[src/rtl/cpu_snapshot_scheduler.sv]
// Once-per-frame CPU/memory snapshot sequencer for the VGA debug view.
// Captures into one bank of a double-buffered shadow store while the pixel side reads the other.
module cpu_snapshot_scheduler #(
  parameter int DATA_WIDTH           = 16,
  parameter int CPU_ELEMENTS         = 10,
  parameter int MEMORY_ADDRESS_WIDTH = 11,
  parameter int MEM_WORDS            = 16,
  parameter logic [MEMORY_ADDRESS_WIDTH-1:0] MEM_BASE = '0,
  parameter int SETTLE_CYCLES        = 1,
  parameter int READ_LATENCY         = 1,
  localparam int RIW = (CPU_ELEMENTS > 1) ? $clog2(CPU_ELEMENTS) : 1,
  localparam int MIW = (MEM_WORDS > 1) ? $clog2(MEM_WORDS) : 1
) (
  input  logic                            clock_in,
  input  logic                            reset_in,
  input  logic                            v_sync_in,
  input  logic [DATA_WIDTH-1:0]           cpu_content_in,
  input  logic [DATA_WIDTH-1:0]           instruction_memory_in,
  input  logic [DATA_WIDTH-1:0]           data_memory_in,
  output logic [CPU_ELEMENTS-1:0]         content_enable_out,
  output logic [MEMORY_ADDRESS_WIDTH-1:0] instruction_address_out,
  output logic [MEMORY_ADDRESS_WIDTH-1:0] data_address_out,
  input  logic [RIW-1:0]                  reg_index_in,
  input  logic [MIW-1:0]                  mem_index_in,
  output logic [DATA_WIDTH-1:0]           reg_value_out,
  output logic [DATA_WIDTH-1:0]           instr_value_out,
  output logic [DATA_WIDTH-1:0]           data_value_out,
  output logic                            busy_out,
  output logic                            snapshot_valid_out,
  output logic                            overrun_out
);

  localparam int IW   = (RIW > MIW) ? RIW : MIW;
  localparam int HMAX = (SETTLE_CYCLES > READ_LATENCY) ? SETTLE_CYCLES : READ_LATENCY;
  localparam int HW   = $clog2(HMAX + 2);

  localparam logic [1:0] S_IDLE = 2'd0;
  localparam logic [1:0] S_REG  = 2'd1;
  localparam logic [1:0] S_MEM  = 2'd2;
  localparam logic [1:0] S_SWAP = 2'd3;

  logic [1:0]    state;
  logic [IW-1:0] idx;
  logic [HW-1:0] hold;
  logic          vs_d;
  logic          disp;
  logic          cap;
  logic          trigger;

  logic [1:0][CPU_ELEMENTS-1:0][DATA_WIDTH-1:0] regs;
  logic [1:0][MEM_WORDS-1:0][DATA_WIDTH-1:0]    instr;
  logic [1:0][MEM_WORDS-1:0][DATA_WIDTH-1:0]    data;

  assign trigger = vs_d & ~v_sync_in;
  assign cap     = ~disp;

  always_ff @(posedge clock_in or posedge reset_in) begin
    if (reset_in) begin
      state              <= S_IDLE;
      idx                <= '0;
      hold               <= '0;
      vs_d               <= 1'b1;
      disp               <= 1'b0;
      snapshot_valid_out <= 1'b0;
      overrun_out        <= 1'b0;
      regs               <= '0;
      instr              <= '0;
      data               <= '0;
    end else begin
      vs_d <= v_sync_in;
      // Any fall outside IDLE (including the SWAP cycle) is dropped and flagged.
      if (trigger && state != S_IDLE) overrun_out <= 1'b1;
      case (state)
        S_IDLE: if (trigger) begin
          state <= S_REG;
          idx   <= '0;
          hold  <= '0;
        end
        S_REG: if (hold == HW'(SETTLE_CYCLES)) begin
          regs[cap][idx[RIW-1:0]] <= cpu_content_in;
          hold <= '0;
          if (idx == IW'(CPU_ELEMENTS - 1)) begin
            idx   <= '0;
            state <= S_MEM;
          end else begin
            idx <= idx + IW'(1);
          end
        end else begin
          hold <= hold + HW'(1);
        end
        S_MEM: if (hold == HW'(READ_LATENCY)) begin
          instr[cap][idx[MIW-1:0]] <= instruction_memory_in;
          data[cap][idx[MIW-1:0]]  <= data_memory_in;
          hold <= '0;
          if (idx == IW'(MEM_WORDS - 1)) begin
            idx   <= '0;
            state <= S_SWAP;
          end else begin
            idx <= idx + IW'(1);
          end
        end else begin
          hold <= hold + HW'(1);
        end
        default: begin
          disp               <= ~disp;
          snapshot_valid_out <= 1'b1;
          state              <= S_IDLE;
        end
      endcase
    end
  end

  assign busy_out           = (state != S_IDLE);
  assign content_enable_out = (state == S_REG) ? (CPU_ELEMENTS'(1) << idx) : '0;

  // Address wraps naturally at the address width.
  always_comb begin
    instruction_address_out = MEM_BASE;
    if (state == S_MEM) instruction_address_out = MEM_BASE + MEMORY_ADDRESS_WIDTH'(idx);
  end
  assign data_address_out = instruction_address_out;

  always_comb begin
    reg_value_out   = '0;
    instr_value_out = '0;
    data_value_out  = '0;
    if (32'(reg_index_in) < CPU_ELEMENTS) reg_value_out = regs[disp][reg_index_in];
    if (32'(mem_index_in) < MEM_WORDS) begin
      instr_value_out = instr[disp][mem_index_in];
      data_value_out  = data[disp][mem_index_in];
    end
  end

endmodule

[config.mk]
export PLATFORM = sky130hd
export DESIGN_NAME = cpu_snapshot_scheduler
export DESIGN_NICKNAME = d
export VERILOG_FILES = /design/src/rtl/cpu_snapshot_scheduler.sv
export SDC_FILE = /design/constraint.sdc
export NUM_CORES = 2
export LEC_CHECK = 0
export BUFFER_PORTS_ARGS = -buffer_cell sky130_fd_sc_hd__buf_2
export CAP_MARGIN = 20
export CORE_AREA = 2 2 399 401
export DETAILED_ROUTE_END_ITERATION = 6
export DIE_AREA = 0 0 401 403
export GPL_TIMING_DRIVEN = 1
export PLACE_DENSITY = 0.54
export SLEW_MARGIN = 5
export SYNTH_ARGS = -nofsm -noshare
export SYNTH_HDL_FRONTEND = slang
export SYNTH_SLANG_ARGS = --single-unit
[constraint.sdc]
create_clock -name clock_in -period 149.5 [get_ports clock_in]
set_input_delay 29.9 -clock clock_in [delete_from_list [all_inputs] [get_ports clock_in]]
set_output_delay 29.9 -clock clock_in [all_outputs]
set_load 0.05 [all_outputs]
==> impl_metrics.toml <==
[timing]
finalCriticalPeriod_ns = 64.39
setup_viol = 0
final_max_slew_viol_count = 0
clock_skew_ns = 0.02163
slew_headroom_pct = 22.90
min_period_over_period_pct = 43.07
worstMarginPinSlew_ns = 1.156
rsz0062_at_grt = "no"
fmax_ghz = 0.01553
tns_ns = 0
hold_viol = 0

[yosys]
netlist_area_um2 = 62570
syn_area_per_cell_um2 = 13.82
syn_inst = 4527
seq_area_frac_synth_pct = 54.24
synth_seq_cells = 1356
muxShareOfSynthArea_pct = 35.42
synth-compound-area-share_pct = 3.862
synth-xor-area-share_pct = 0.01400
synth_edf_count = 0
ys.flop_type = "dfrtp_1"
synth_cell_type_count = 47
synthSimpleGateAreaFrac_pct = 3.046
synth_warnings = 0
synth_fa_ha_area_share_pct = 0.2000
async_flop_share_pct = 100.0
synth_top_family_by_area = "multiplexers"

[cells_and_area]
area_growth_pct = 11.92
fin_cells = 6675
final_util_pct = 44.47
stdcell_area_um2 = 70020
layout.nets = 4548
drive_gt1_share_pct = 40.25
fillerInstances = 14300

[worst_setup_path]
cp_top_family = "buffers and inverters"
path_common_cell = "buf_4"
worstPathMaxFanout = 82
cpPeakStageDelay_ns = 0.88
crit_chain = "buf_8, buf_4, buf_4, buf_4, mux2i_1, a22o_1, nor3_1, a31oi_1, nand3_1, buf_2"
cp-end-kind = "primary output"
crit_path_top_delay_cell = "buf_4"
cp.arrival_ns = 34.49
path_class = "input pin to primary output"
crit_buf_inv = 5
required_ns = 119.60
startpoint_type = "input pin"

[cts]
cts_tree = "yes"
cts.clk_slew.worst_paths_ns = 0.06
cts_buffers = 154
clk_path_buf_depth = 3
htreeDepth = 4
cts_hold_buf = 0
clock_latency_ns = 0.79
cts.repair.resized = 0
cts.sinks = 1356
cts_setup_buffers = 0
cts_root_buffer = "clkbuf_16"

[place]
portBuffers = 127
placed_area_um2 = 64710
post-dp-hpwl_mm = 89.60
place_inst = 6391
globalplace.congestion = 0.7299

[floorplanning]
rows = 146
die_x_um = 401
core_um2 = 157500
boundaryPins = 142
dieArea_um2 = 161600
die_h_um = 403
initial_core_util_pct = 39.73

[drt]
num_vias = 37160
avgRoutedWirePerCell_um = 25.47
route.detailed.drc = 0
finalWirelength_mm = 170.0
drt_iter0_markers = 2411
viasPerCell = 5.567
first_pass_iters = 6
antenna_left = 0

[global_routing]
grt_usage_pct = 21.07
grt_first_pass_wirelength_mm = 257.5
overflow = 0
antenna_found_initial = 10
grt_max_degree = 181
first_global_vias = 38930

[outcome]
status = "finished clean"

[power]
ir_drop_uv = 10.91
p_leak_nw = 32.93
power.density_nw_per_um2 = 14.71
power_mw = 1.030

[worst_hold_path]
hold_path_class = "flip-flop to flip-flop"

[run]
drv_cap = 0
==> worst paths after layout <==
check	startpoint	to	slack [ns]	cells after the start
worst max-delay path	mem_index_in[0]	data_value_out[4]	85.11	10
worst min-delay path	overrun_out	overrun_out	0.47	1
min in group asynchronous	reset_in	regs[319]	29.29	2
worst min register to register	overrun_out	overrun_out	0.47	1
worst max register to register	state[0]	data[489]	146.11	8
max in group asynchronous	reset_in	data[228]	116.06	6
==> logic make-up after synthesis <==
group | Yosys count
other | 1
multiplexers | 1986
adder cells (fa/ha/maj) | 10
AO/OA/AOI/OAI | 349
AND/OR/NAND/NOR | 386
flip-flops | 1356
XOR/XNOR | 1
buffers and inverters | 438
==> per-stage QoR <==
stage | hold slack [ns] | setup WS [ns]
finish | 0.4731 | 85.11
global route | 0.4989 | 84.93
CTS | 0.4823 | 85.13
detailed placement | 0.4693 | 85.13
global placement | 0.4481 | 85.16
floorplan | 0.4574 | 81.37
==> cells in the mapped netlist, types with 16 or more instances <==
library cell,number,area [um^2]
a22o_1,65,569.3
a21oi_1,99,495.5
a22oi_1,128,960.9
mux2i_1,593,5936
clkbuf_1,189,709.4
nor3_1,35,175.2
mux2_2,1283,14450
buf_1,19,71.32
buf_4,36,270.3
nand3_1,130,650.6
mux4_2,48,1081
buf_2,184,920.9
nand2_1,130,488.0
o211ai_1,17,127.6
nor2_2,16,100.1
mux2_1,62,698.2
nor2_1,23,86.33
dfrtp_1,1355,33910
a31oi_1,32,200.2
==> cell type report <==
type / instances / area [um^2] / share of cell area (%)
clock buffer: 254 / 4912 / 7.015
antenna: 2 / 5.005 / 0.007148
timing repair buffer: 211 / 1371 / 1.958
inverter: 10 / 45.04 / 0.06433
sequential: 1356 / 33940 / 48.47
multi-input combinational: 2746 / 26860 / 38.37
tap: 2072 / 2592 / 3.703
clock inverter: 24 / 292.8 / 0.4181
==> power breakdown <==
part / switching, mW / internal [mW]
sequential: 0.0244 / 0.416
combinational: 0.118 / 0.0870
clock: 0.153 / 0.232
==> metal layers <==
metal / GRT usage (%) / vias to the layer above / wire length, um
met5: 0 / - / 30
met4: 6.164 / 4 / 4390
met3: 3.363 / 247 / 6713
met2: 32.91 / 612 / 77330
met1: 30.25 / 19970 / 81510
li1: - / 16330 / -
==> registers in the layout, indices dropped and copies added (netlist names) <==
register,cells
disp,1
idx,4
vs_d,1
snapshot_valid_out,1
data,512
instr,512
overrun_out,1
hold,2
state,2
regs,320
==> worst register-to-register path, delay by kind of cell, from the launching register on <==
kind | cells | cell delay (ns)
simple gates | 4 | 1.38
buf+inv | 2 | 0.63
fa+ha+maj | 1 | 0.46
flops | 1 | 0.41
mux | 1 | 0.39
==> cells in the final DEF, fill, tap and decap left out, types with 3 or more instances in the layout <==
cell	n
a21o_1	3
a21oi_1	99
a22o_1	65
a22oi_1	128
a31oi_1	32
and2_1	9
and3_1	3
buf_16	3
buf_2	125
buf_4	79
bufinv_16	5
clkbuf_1	43
clkbuf_16	164
clkbuf_8	47
clkinv_2	14
conb_1	14
dfrtp_1	1354
ha_1	10
inv_1	8
mux2_1	62
mux2_2	1283
mux2i_1	593
mux4_2	48
nand2_1	115
nand2_2	21
nand3_1	130
nor2_1	11
nor2_2	9
nor2_4	26
nor2b_2	3
nor3_1	35
o211ai_1	17
or2_2	3
Power figures use the tool's default switching activity.
